--- config.mk ---
export PLATFORM = sky130hd
export DESIGN_NAME = sha256_msg_padder
export DESIGN_NICKNAME = d
export VERILOG_FILES = /design/src/rtl/sha256_msg_padder.sv
export SDC_FILE = /design/constraint.sdc
export NUM_CORES = 1
export LEC_CHECK = 0
export BUFFER_PORTS_ARGS = -buffer_cell sky130_fd_sc_hd__buf_2
export CELL_PAD_IN_SITES_DETAIL_PLACEMENT = 1
export CELL_PAD_IN_SITES_GLOBAL_PLACEMENT = 2
export CORE_MARGIN = 10
export CORE_UTILIZATION = 36
export DETAILED_ROUTE_END_ITERATION = 8
export HOLD_SLACK_MARGIN = 0.05
export PLACE_DENSITY_LB_ADDON = 0.15
export SETUP_SLACK_MARGIN = 0.5
export SLEW_MARGIN = 20
export SYNTH_ARGS = -nofsm -noshare
export SYNTH_HDL_FRONTEND = slang
export SYNTH_SLANG_ARGS = --single-unit
export TNS_END_PERCENT = 5
--- constraint.sdc ---
create_clock -name clk -period 6.79 [get_ports clk]
set_input_delay 1.358 -clock clk [delete_from_list [all_inputs] [get_ports clk]]
set_output_delay 1.358 -clock clk [all_outputs]
set_load 0.02 [all_outputs]
--- src/rtl/sha256_msg_padder.sv ---
`default_nettype none
// ============================================================================
// Module   : sha256_msg_padder
// Purpose  : Producer side of the SHA-256 block input. Collects 32-bit message
//            words, applies SHA-256 padding (0x80, zero fill, 64-bit
//            big-endian bit length) and presents complete 512-bit blocks.
//            Word 0 of a block is blk_data[511:480]; byte 0 of a word is
//            bits [31:24].
// Ports    : clk        - clock, rising edge
//            reset_n    - asynchronous active-low reset
//            in_valid   - in_data/in_last/in_nbytes valid
//            in_ready   - padder accepts a word this cycle (FILL state)
//            in_data    - message word, big-endian bytes
//            in_last    - final word of the message
//            in_nbytes  - valid bytes in the last word (0..4), 4 otherwise
//            blk_valid  - blk_data holds a complete block
//            blk_ready  - consumer takes the block
//            blk_data   - padded block, word 0 at the MSBs
//            blk_first  - block is the first of its message
//            blk_last   - block is the final, length-carrying block
// Revision : 1.0 - initial release
// ============================================================================
module sha256_msg_padder #(
   parameter int LEN_W = 32
) (
   input  logic         clk,
   input  logic         reset_n,
   input  logic         in_valid,
   output logic         in_ready,
   input  logic [31:0]  in_data,
   input  logic         in_last,
   input  logic [2:0]   in_nbytes,
   output logic         blk_valid,
   input  logic         blk_ready,
   output logic [511:0] blk_data,
   output logic         blk_first,
   output logic         blk_last
);

   typedef enum logic [1:0] {
      S_FILL = 2'd0,
      S_PAD  = 2'd1,
      S_EMIT = 2'd2
   } state_t;

   localparam logic [31:0] c_MARK_WORD = 32'h8000_0000;

   state_t             r_state;
   state_t             w_state_nxt;
   logic [31:0]        r_buf [16];
   logic [31:0]        w_pad_buf [16];
   logic [3:0]         r_widx;
   logic [LEN_W-1:0]   r_count;
   logic [4:0]         r_p;         // first word the PAD cycle rewrites (0..16)
   logic               r_put80;     // PAD writes 0x80000000 at word r_p
   logic               r_pend_80;   // marker still owed to a following block
   logic               r_pend_len;  // length still owed to a following block
   logic               r_blk_first;
   logic               r_blk_last;
   logic               w_in_fire;
   logic               w_blk_fire;
   logic               w_pend;
   logic [31:0]        w_last_word;
   logic [63:0]        w_len;

   assign in_ready   = (r_state == S_FILL);
   assign blk_valid  = (r_state == S_EMIT);
   assign blk_first  = r_blk_first;
   assign blk_last   = r_blk_last;
   assign w_in_fire  = in_valid && in_ready;
   assign w_blk_fire = blk_valid && blk_ready;
   assign w_pend     = r_pend_80 || r_pend_len;
   assign w_len      = 64'(r_count) << 3;

   always_comb begin
      for (int i = 0; i < 16; i++) begin
         blk_data[511 - 32*i -: 32] = r_buf[i];
      end
   end

   // Short last word: drop the unused bytes and drop the 0x80 marker straight
   // into the first free byte. A full last word leaves the marker to PAD.
   always_comb begin
      case (in_nbytes)
         3'd0:    w_last_word = c_MARK_WORD;
         3'd1:    w_last_word = {in_data[31:24], 24'h80_0000};
         3'd2:    w_last_word = {in_data[31:16], 16'h8000};
         3'd3:    w_last_word = {in_data[31:8], 8'h80};
         default: w_last_word = in_data;
      endcase
   end

   // Words below r_p are message data; word r_p either already holds the
   // marker or receives it; everything after is zero, with the length in
   // words 14/15 when both still fit.
   always_comb begin
      for (int i = 0; i < 16; i++) begin
         if (5'(i) < r_p) begin
            w_pad_buf[i] = r_buf[i];
         end else if (5'(i) == r_p) begin
            w_pad_buf[i] = r_put80 ? c_MARK_WORD : r_buf[i];
         end else begin
            w_pad_buf[i] = '0;
         end
      end
      if (r_p <= 5'd13) begin
         w_pad_buf[14] = w_len[63:32];
         w_pad_buf[15] = w_len[31:0];
      end
   end

   always_ff @(posedge clk or negedge reset_n) begin
      if (!reset_n) begin
         r_state <= S_FILL;
      end else begin
         r_state <= w_state_nxt;
      end
   end

   always_comb begin
      w_state_nxt = r_state;
      case (r_state)
         S_FILL: begin
            if (w_in_fire) begin
               if (in_last) begin
                  w_state_nxt = S_PAD;
               end else if (r_widx == 4'd15) begin
                  w_state_nxt = S_EMIT;
               end
            end
         end
         S_PAD:  w_state_nxt = S_EMIT;
         S_EMIT: begin
            if (w_blk_fire) begin
               w_state_nxt = (r_blk_last || !w_pend) ? S_FILL : S_PAD;
            end
         end
         default: w_state_nxt = S_FILL;
      endcase
   end

   always_ff @(posedge clk or negedge reset_n) begin
      if (!reset_n) begin
         for (int i = 0; i < 16; i++) begin
            r_buf[i] <= '0;
         end
         r_widx      <= '0;
         r_count     <= '0;
         r_p         <= '0;
         r_put80     <= 1'b0;
         r_pend_80   <= 1'b0;
         r_pend_len  <= 1'b0;
         r_blk_first <= 1'b1;
         r_blk_last  <= 1'b0;
      end else begin
         case (r_state)
            S_FILL: begin
               if (w_in_fire) begin
                  r_count <= r_count + LEN_W'(in_nbytes);
                  if (in_last) begin
                     r_buf[r_widx] <= w_last_word;
                     r_p           <= {1'b0, r_widx} + 5'(in_nbytes == 3'd4);
                     r_put80       <= (in_nbytes == 3'd4);
                  end else begin
                     r_buf[r_widx] <= in_data;
                     if (r_widx == 4'd15) begin
                        r_blk_last <= 1'b0;
                        r_pend_80  <= 1'b0;
                        r_pend_len <= 1'b0;
                     end else begin
                        r_widx <= r_widx + 4'd1;
                     end
                  end
               end
            end
            S_PAD: begin
               for (int i = 0; i < 16; i++) begin
                  r_buf[i] <= w_pad_buf[i];
               end
               if (r_p <= 5'd13) begin
                  r_blk_last <= 1'b1;
                  r_pend_80  <= 1'b0;
                  r_pend_len <= 1'b0;
               end else begin
                  r_blk_last <= 1'b0;
                  r_pend_len <= 1'b1;
                  r_pend_80  <= (r_p == 5'd16);
               end
            end
            S_EMIT: begin
               if (w_blk_fire) begin
                  r_widx <= '0;
                  if (r_blk_last) begin
                     r_count     <= '0;
                     r_blk_first <= 1'b1;
                     r_blk_last  <= 1'b0;
                  end else begin
                     r_blk_first <= 1'b0;
                     if (w_pend) begin
                        // Padding-only block: start from a clean buffer.
                        for (int i = 0; i < 16; i++) begin
                           r_buf[i] <= '0;
                        end
                        r_p        <= '0;
                        r_put80    <= r_pend_80;
                        r_pend_80  <= 1'b0;
                        r_pend_len <= 1'b0;
                     end
                  end
               end
            end
            default: ;
         endcase
      end
   end

endmodule
`default_nettype wire
==> metrics, run 1 <==
type of origin of the critical path flip-flop; via count 18200; PD cells 443 mW/mm^2; post-synthesis register bit count 560; final net count 2516; initial drt markers 1385; Clock Latency Late Sink 640 ps; largest net degree at the start of global routing 174; most frequent cell after synthesis dfrtp_1; Area contributors post-synth dfrtp_1 64%, o2bb2ai_1 8.7%, o21ai_0 5.9%, nand2_1 5.6%, clkbuf_1 2.8%; number of synthesized flops with an enable pin 0; Antenna Nets Post-Route 0; CTS resizes 0; Area Overhead vs Synth 25.4%; Via-to-Cell Ratio 5.50; HP Class reg2reg; total gr overflow 0; routed length per placed instance 28.5 um; RSZ-0062 raised after global routing no; Slowest cell on crit path nand4_1; Syn Nets 2037; DIE WIDTH 267 um; Seq/Total Area, Yosys 63.8%; ys async rst share 100%; Setup Total Neg Slack 0 ps; synthesis warning total 0; Synth area leader dfrtp_1; post-CTS setup buffers 0; Root Driver clkbuf_16; Placer Congestion 0.896; Slew Viols, Final 0; FF-to-FF setup slack 3170 ps; fraction of final layout cells sized beyond drive strength 1 28.9%; outcome complete, no violations; CTS Buf Count 59; # DRC 0; min Tclk post-route 3620 ps; dpl hpwl 66400 um; Crit Reg-Reg Endpoint blk_data[434]; row count 90; worst-path maximum fanout 19; Crit Path Class reg2reg; Max clock buf depth 3; core region area 0.0604 sq mm; IO buf count 555; critical path capture point type flip-flop; CTS clk-pin slew, worst paths 60 ps; antenna violations before repair 9; clock tree from TritonCTS yes; Final Cycle Share 53.3%; FMAX 0.276 GHz; Die Y-Extent 267 um; max cap viols 0; post-route cell area 0.0275 sq mm; Worst Hold Path EP blk_data[182]; reg2reg start r_state[0]; hold path cells 2; cell depth of the worst flop-to-flop path 8; post-synth top area share 63.7%; Die ar. 0.0713 sq mm; vias in the first global route 19300; CP Cell Sequence inv_1 -> ha_1 -> nor2b_1 -> a2111o_1 -> nor2_2 -> nand4_1 -> buf_4 -> o21ai_0; Initial DRT Pass Iterations 5; Hold Violations, Final 0; worst hold start blk_data[182]; final clock skew 29.6 ps; Critical Path RT 7310 ps; CP max stage delay 660 ps; placed cell areas 0.0255 sq mm; Total GRT Usage 26.0%; Post-CTS Hold Buffers 0; first-pass GRT wire length 138000 um; FILL cells 6660; WL final 94300 um; Worst IR Drop VDD 0.206 mV; post-synthesis area per instance 11.1 sq um; CP arrival 4140 ps; Worst-Margin Slew 1140 ps; main flop type after synthesis dfrtp_1; final setup fails 0; Netlist cell types 66; slew margin rel. 23.9%; Initial Util 36.4%; H-tree levels 2; Clock Sink Count 560; IO Count 556; Synth top cells by count 559 x dfrtp_1, 327 x nand2_1, 261 x o21ai_0, 219 x o2bb2ai_1, 162 x clkbuf_1; cell count after synthesis 1983; Post-Syn Area 0.0220 sq mm; Leak 13.8 nW
## power by group
group          switching, W  leakage (nW)  total, W  internal [W]
Sequential         0.000448          7.70   0.00442       0.00397
Combinational       0.00328          5.10   0.00436       0.00108
Clock               0.00142          1.01   0.00343       0.00201
## layer usage
layer / wire [um] / vias up / part of all wire [%] / GRT usage (%)
met2: 45600 / 504 / 48 / 42.4
met4: 3260 / 0 / 3.5 / 9.17
met1: 38700 / 9520 / 41 / 32.5
li1: - / 8012 / - / -
met5: 0 / - / 0 / 0
met3: 6730 / 143 / 7.1 / 7.59
## cells in the final DEF, fill, tap and decap left out, types with 10 or more instances in the layout
| cell | count |
|---|---|
| nor2b_1 | 11 |
| nand3_1 | 16 |
| a32oi_1 | 26 |
| a21oi_1 | 47 |
| clkbuf_1 | 10 |
| o2bb2ai_1 | 219 |
| buf_4 | 34 |
| clkinv_2 | 11 |
| nand2_1 | 327 |
| clkbuf_16 | 60 |
| nand2b_1 | 13 |
| inv_1 | 23 |
| dfrtp_1 | 559 |
| xnor2_1 | 23 |
| ha_1 | 13 |
| buf_2 | 554 |
| nor3_1 | 12 |
| nor2_1 | 76 |
| nand4_1 | 15 |
| clkbuf_8 | 18 |
| o21ai_0 | 261 |
| nor4_1 | 12 |
| o21ai_1 | 18 |
## final cells by class
class | instances | area (sq um) | share of cell area, %
Antenna cell | 8 | 20.0 | 0.0727
Tap cell | 782 | 978 | 3.55
Clock buffer | 88 | 1790 | 6.49
Multi-Input combinational cell | 1226 | 7280 | 26.4
Inverter | 23 | 86.3 | 0.313
Clock inverter | 24 | 278 | 1.01
Sequential cell | 560 | 14000 | 50.9
Timing Repair Buffer | 592 | 3100 | 11.3
## worst max path at each step
| stage | startpoint | end | slack (ps) | cells past startpoint |
|---|---|---|---|---|
| finish | r_state[0] | blk_data[434] | 3170 | 8 |
| global route | r_state[0] | blk_data[478] | 2900 | 8 |
| CTS | r_state[0] | blk_data[241] | 3170 | 8 |
| detailed placement | in_valid | blk_data[241] | 2700 | 7 |
| global placement | in_valid | flip-flop | 2860 | 6 |
| floorplan | in_nbytes[0] | r_count[30] | 3650 | 8 |
## flip-flops by register name, summed over array words and instances (netlist names), named ones only
signal      flops
r_count        32
blk_first       1
blk_last        1
r_put80         1
r_p             5
r_widx          4
r_pend_len      1
r_state         2
blk_data      465
r_pend_80       1
## through the flow
step	power, W	hold WS [ps]	util (%)	cells	setup WS (ps)
detailed placement	0.00885	465	42.2	3183	2700
CTS	0.0123	479	45.6	3295	3170
floorplan	0.00687	470	-	1983	3650
global route	0.0128	495	45.6	3302	2900
global placement	0.00877	459	42.2	3183	2860
finish	0.0122	472	45.6	3303	3170
## critical path: cells and delay by family, from the launching register on
kind,cells,cell delay (ps)
buf+inv,2,570
fa+ha+maj,1,400
compound gates,2,760
flops,1,430
simple gates,3,1360
## cell families after synthesis
family                     share of synthesized area, %
buffers and inverters                              3.44
and+or+nand+nor                                    10.7
xor gates and xnor gates                          0.997
adders and majority gates                         0.832
muxes                                             0.496
DFF                                                63.8
AOI/OAI and AO/OA                                  19.7
Note: power is estimated with default switching activity, not from simulation.
==> inputs of run 2 (changes only) <==
--- a/config.mk
+++ b/config.mk
@@ -9,7 +9,7 @@
 export CELL_PAD_IN_SITES_DETAIL_PLACEMENT = 1
 export CELL_PAD_IN_SITES_GLOBAL_PLACEMENT = 2
 export CORE_MARGIN = 10
-export CORE_UTILIZATION = 36
+export CORE_UTILIZATION = 33
 export DETAILED_ROUTE_END_ITERATION = 8
 export HOLD_SLACK_MARGIN = 0.05
 export PLACE_DENSITY_LB_ADDON = 0.15
==> constraint.sdc (replaced) <==
create_clock -name clk -period 3.8 [get_ports clk]
set_input_delay 0.76 -clock clk [delete_from_list [all_inputs] [get_ports clk]]
set_output_delay 0.76 -clock clk [all_outputs]
set_load 0.02 [all_outputs]
==> metrics, run 2 (synthesized netlist as in run 1, its figures left out) <==
CTS Buf Count 60 (was 59); initial drt markers 1297 (was 1385); first-pass GRT wire length 144000 um (was 138000 um); # DRC 0 (unchanged); dpl hpwl 69300 um (was 66400 um); Hold Violations, Final 0 (unchanged); via count 18500 (was 18200); Die ar. 0.0773 sq mm (was 0.0713 sq mm); outcome complete, no violations (unchanged); Leak 14.1 nW (was 13.8 nW); Crit Path Class reg2reg (unchanged); Post-CTS Hold Buffers 0 (unchanged); largest net degree at the start of global routing 74 (was 174); Worst IR Drop VDD 0.361 mV (was 0.206 mV); clock tree from TritonCTS yes (unchanged); reg2reg start r_state[1] (was r_state[0]); final clock skew 31.1 ps (was 29.6 ps); worst-path maximum fanout 33 (was 19); Worst-Margin Slew 1100 ps (was 1140 ps); GRT Max-Usage Layer met2 (unchanged); GR Layer Usage met2 41.1% (was 42.4%); Clock Latency Late Sink 640 ps (about the same); Total GRT Usage 24.7% (was 26.0%); Setup Total Neg Slack 0 ps (unchanged); vias in the first global route 19800 (was 19300); max cap viols 0 (unchanged); Area Overhead vs Synth 28.1% (was 25.4%); WL final 98400 um (was 94300 um); cell depth of the worst flop-to-flop path 7 (was 8); Initial DRT Pass Iterations 5 (unchanged); total gr overflow 0 (unchanged); PD cells 791 mW/mm^2 (was 443 mW/mm^2); RSZ-0062 raised after global routing yes (was no); Initial Util 33.3% (was 36.4%); CTS clk-pin slew, worst paths 60 ps (about the same); fraction of final layout cells sized beyond drive strength 1 29.9% (was 28.9%); IO buf count 555 (unchanged); met3 Usage GRT 6.97% (was 7.59%); post-route cell area 0.0281 sq mm (was 0.0275 sq mm); Slew Viols, Final 0 (unchanged); type of origin of the critical path flip-flop (unchanged); antenna violations before repair 10 (was 9); final setup fails 0 (unchanged); non-filler cells, final 3420 (was 3303); CP arrival 3730 ps (was 4140 ps); placed insts 3310 (was 3183); slew margin rel. 26.5% (was 23.9%); H-tree levels 2 (unchanged); worst hold slack 91.6 ps (was 472 ps); commonest non-fill, non-tap cell in the layout dfrtp_1 (unchanged); placed cell areas 0.0260 sq mm (was 0.0255 sq mm); Placer Congestion 0.844 (was 0.896); crit path from r_state[1] (was r_state[0]); FF-to-FF setup slack 580 ps (was 3170 ps); min Tclk post-route 3220 ps (was 3620 ps); Critical Path RT 4310 ps (was 7310 ps); Die Y-Extent 278 um (was 267 um); FMAX 0.310 GHz (was 0.276 GHz); Clock Sink Count 560 (unchanged); Max clock buf depth 3 (unchanged); Crit Reg-Reg Endpoint blk_data[344] (was blk_data[434]); IO Count 556 (unchanged); HP Class in2async (was reg2reg); GR Util met1 30.5% (was 32.5%); final net count 2562 (was 2516); most frequent cells in the layout 559 x dfrtp_1, 554 x buf_2, 327 x nand2_1, 261 x o21ai_0, 219 x o2bb2ai_1 (unchanged); Antenna Nets Post-Route 0 (unchanged); FILL cells 7297 (was 6660); Final Cycle Share 84.8% (was 53.3%); core region area 0.0659 sq mm (was 0.0604 sq mm); Root Driver clkbuf_16 (unchanged); Via-to-Cell Ratio 5.41 (was 5.50); number of flip-flops in the largest register 465 (unchanged); DIE WIDTH 278 um (was 267 um); critical path capture point type flip-flop (unchanged); row count 94 (was 90); routed length per placed instance 28.8 um (was 28.5 um)
==> run 2: worst max-delay path by stage <==
| stage | slack (ps) | cells past startpoint | endpoint |
|---|---|---|---|
| after floorplan | 1200 | 10 | blk_data[303] |
| after global placement | 660 | 6 | blk_data[333] |
| after detailed placement | 600 | 7 | blk_data[332] |
| after CTS | 600 | 7 | blk_data[344] |
| after global routing | 370 | 7 | blk_data[326] |
| final | 580 | 7 | blk_data[344] |
==> run 2: final cells by class <==
cell class	instances	area, sq um	area share [%]
repair buffers	637	3530	12.5
flip-flops and latches	560	14000	49.8
multi-input cells	1226	7290	25.9
clock buffers	91	1810	6.43
inverters	23	86.3	0.307
well taps	864	1080	3.84
clock inverters	16	313	1.11
diodes	3	7.51	0.0267
==> run 2: report_power, final <==
part	leakage, nW	switching [W]	total, W	internal, W
clock	1.04	0.00251	0.00632	0.00380
sequential	7.70	0.000795	0.00790	0.00710
combinational	5.35	0.00597	0.00803	0.00206
total	14.1	0.00928	0.0222	0.0130
==> run 2: critical path: stages, from the launching register on <==
cell and delay (ps):
dfrtp_1 450, inv_1 100, ha_1 300, nor2b_1 200
a2111o_1 600, or4_2 1130, nand2_1 190, o21ai_0 110
==> run 2: routing by layer <==
| metal | vias up | part of all wire, % |
|---|---|---|
| met5 | - | 0.013 |
| met4 | 2 | 3.2 |
| met3 | 138 | 7.0 |
| met2 | 558 | 48 |
| met1 | 9739 | 42 |
| li1 | 8072 | - |
==> run 2: through the flow <==
stage               utilization, %  power [W]  setup slack, ps
detailed placement            39.5     0.0160              601
finish                        42.7     0.0222              577
global placement              39.5     0.0159              662
CTS                           42.7     0.0224              601
global route                  42.7     0.0233              374
floorplan                        -     0.0123             1200
==> run 2: repair_timing <==
| item | CTS | global route |
|---|---|---|
| endpoints found under the setup margin | 0 | 63 |
| buffers inserted | 0 | 0 |
| resized for setup | 0 | 1 |
==> inputs of run 3 (changes only) <==
==> constraint.sdc (replaced) <==
create_clock -name clk -period 3.3 [get_ports clk]
set_input_delay 0.66 -clock clk [delete_from_list [all_inputs] [get_ports clk]]
set_output_delay 0.66 -clock clk [all_outputs]
set_load 0.02 [all_outputs]
==> metrics, run 3 (synthesized netlist as in run 1, its figures left out) <==
outcome complete, no violations (unchanged); final setup fails 0 (unchanged); Root Driver clkbuf_16 (unchanged); CP max stage delay 760 ps (was 1130 ps); Clock Latency Late Sink 630 ps (was 640 ps); register area 0.0140 sq mm (about the same); initial drt markers 1227 (was 1297); post-route cell area 0.0282 sq mm (was 0.0281 sq mm); Buf/Inv on CP 3 (was 1); final net count 2585 (was 2562); core region area 0.0659 sq mm (unchanged); worst-path maximum fanout 32 (was 33); area of the multi-input gates 0.00732 sq mm (was 0.00729 sq mm); Worst IR Drop VDD 0.378 mV (was 0.361 mV); Area Overhead vs Synth 28.5% (was 28.1%); placed insts 3326 (was 3310); clock tree from TritonCTS yes (unchanged); Slowest cell on crit path or4_2 (unchanged); HP Class in2reg (was in2async); Worst-Margin Slew 1030 ps (was 1100 ps); Final Cycle Share 83.4% (was 84.8%); worst slack at placement 153 ps (was 601 ps); setup slack after layout 548 ps (was 577 ps); Clock Sink Count 560 (unchanged); # DRC 0 (unchanged); CTS Buf Count 60 (unchanged); vias in the first global route 20000 (was 19800); Critical Path RT 3750 ps (was 4310 ps); IO Count 556 (unchanged); RSZ-0062 raised after global routing yes (unchanged); H-tree levels 2 (unchanged); CP arrival 3210 ps (was 3730 ps); switching power 0.0107 W (was 0.00928 W); Slew Viols, Final 0 (unchanged); Via-to-Cell Ratio 5.40 (was 5.41); critical path capture point type flip-flop (unchanged); combinational power share 37.2% (was 36.1%); largest net degree at the start of global routing 91 (was 74); FILL cells 7346 (was 7297); WL final 97500 um (was 98400 um); FMAX 0.363 GHz (was 0.310 GHz); fraction of final layout cells sized beyond drive strength 1 30.8% (was 29.9%); Total GRT Usage 24.5% (was 24.7%); Max clock buf depth 3 (unchanged); IO buf count 555 (unchanged); DIE WIDTH 278 um (unchanged); max cap viols 0 (unchanged); antenna violations before repair 8 (was 10); Antenna Nets Post-Route 0 (unchanged); Leak 14.1 nW (about the same); top cell family by delay on the critical path simple AND/OR/NAND/NOR gates (unchanged); number of flip-flops in the largest register 465 (unchanged); Die Y-Extent 278 um (unchanged); final clock skew 24.2 ps (was 31.1 ps); Internal 0.0147 W (was 0.0130 W); routed length per placed instance 28.3 um (was 28.8 um); Switching Fraction 42.1% (was 41.7%); total gr overflow 0 (unchanged); clock share of power 27.0% (was 28.4%); Initial Util 33.3% (unchanged); slew margin rel. 31.4% (was 26.5%); row count 94 (unchanged); via count 18600 (was 18500); type of origin of the critical path flip-flop (unchanged); Placer Congestion 0.878 (was 0.844); placed cell areas 0.0261 sq mm (was 0.0260 sq mm); Setup Total Neg Slack 0 ps (unchanged); CP Cell Sequence inv_1 -> ha_1 -> buf_4 -> a2111o_2 -> or4_2 -> buf_12 -> nand2_1 -> o21ai_0 (was inv_1 -> ha_1 -> nor2b_1 -> a2111o_1 -> or4_2 -> nand2_1 -> o21ai_0); commonest non-fill, non-tap cell in the layout dfrtp_1 (unchanged); Initial DRT Pass Iterations 5 (unchanged); Hold Violations, Final 0 (unchanged); dpl hpwl 69500 um (was 69300 um); part of the power in registers 35.8% (was 35.5%); non-filler cells, final 3445 (was 3420); first-pass GRT wire length 143000 um (was 144000 um); most frequent cells in the layout 558 x dfrtp_1, 554 x buf_2, 327 x nand2_1, 260 x o21ai_0, 219 x o2bb2ai_1 (was 559 x dfrtp_1, 554 x buf_2, 327 x nand2_1, 261 x o21ai_0, 219 x o2bb2ai_1); min Tclk post-route 2750 ps (was 3220 ps); Crit Path Class reg2reg (unchanged); Die ar. 0.0773 sq mm (unchanged); PD cells 901 mW/mm^2 (was 791 mW/mm^2); CTS clk-pin slew, worst paths 60 ps (about the same)
run 3: what timing repair did:
action,4_1_cts,5_1_grt
resized for setup,6,8
hold endpoints to repair,40,0
hold buffers,1,0
setup endpoints to repair,213,331
buffers inserted,0,5
gates cloned,0,1
pin swaps,1,4
run 3: worst reg2reg max path: stages, from the launching register on:
cell	delay, ps
dfrtp_1	410
inv_1	100
ha_1	230
buf_4	170
a2111o_2	530
or4_2	760
buf_12	220
nand2_1	100
o21ai_0	80
run 3: power groups by stage:
stage	logic (W)	clock network, W	registers (W)
6_report	0.00946	0.00686	0.00911
5_1_grt	0.0102	0.00729	0.00927
2_1_floorplan	0.00367	0	0.0105
3_5_place_dp	0.00938	0	0.00920
4_1_cts	0.00942	0.00700	0.00911
3_3_place_gp	0.00923	0	0.00916
run 3: layer usage:
layer	part of all wire, %	up-vias	global-route usage, %
li1	-	8143	-
met1	42	9784	30.3
met2	48	527	41.0
met3	6.8	142	6.70
met4	3.0	0	7.72
met5	0	-	0
run 3: path summary, 6_finish.rpt:
path | start | to | slack, ps | depth (start not counted)
min in group asynchronous | reset_n | blk_data[232] | 550 | 2
hold / removal | in_data[19] | blk_data[243] | 360 | 3
max in group asynchronous | reset_n | blk_data[372] | 1800 | 3
setup reg to reg | r_state[0] | blk_data[292] | 550 | 8
hold reg to reg | blk_data[171] | blk_data[171] | 470 | 2
setup / recovery | r_state[0] | blk_data[292] | 550 | 8
run 3: cell type report:
cell class,count,share of cell area [%]
antenna,5,0.0443
clock buffer,85,6.27
clock inverter,22,0.749
inverter,23,0.306
multi-input combinational,1227,25.9
sequential,560,49.7
tap,864,3.83
timing repair buffer,659,13.2
run 3: through the flow:
stage / power (W) / util [%] / hold slack, ps
after global placement: 0.0184 / 39.6 / 458
after floorplan: 0.0141 / - / 364
final: 0.0254 / 42.8 / 358
after detailed placement: 0.0186 / 39.6 / 464
after global routing: 0.0267 / 42.8 / 368
after CTS: 0.0255 / 42.7 / 321
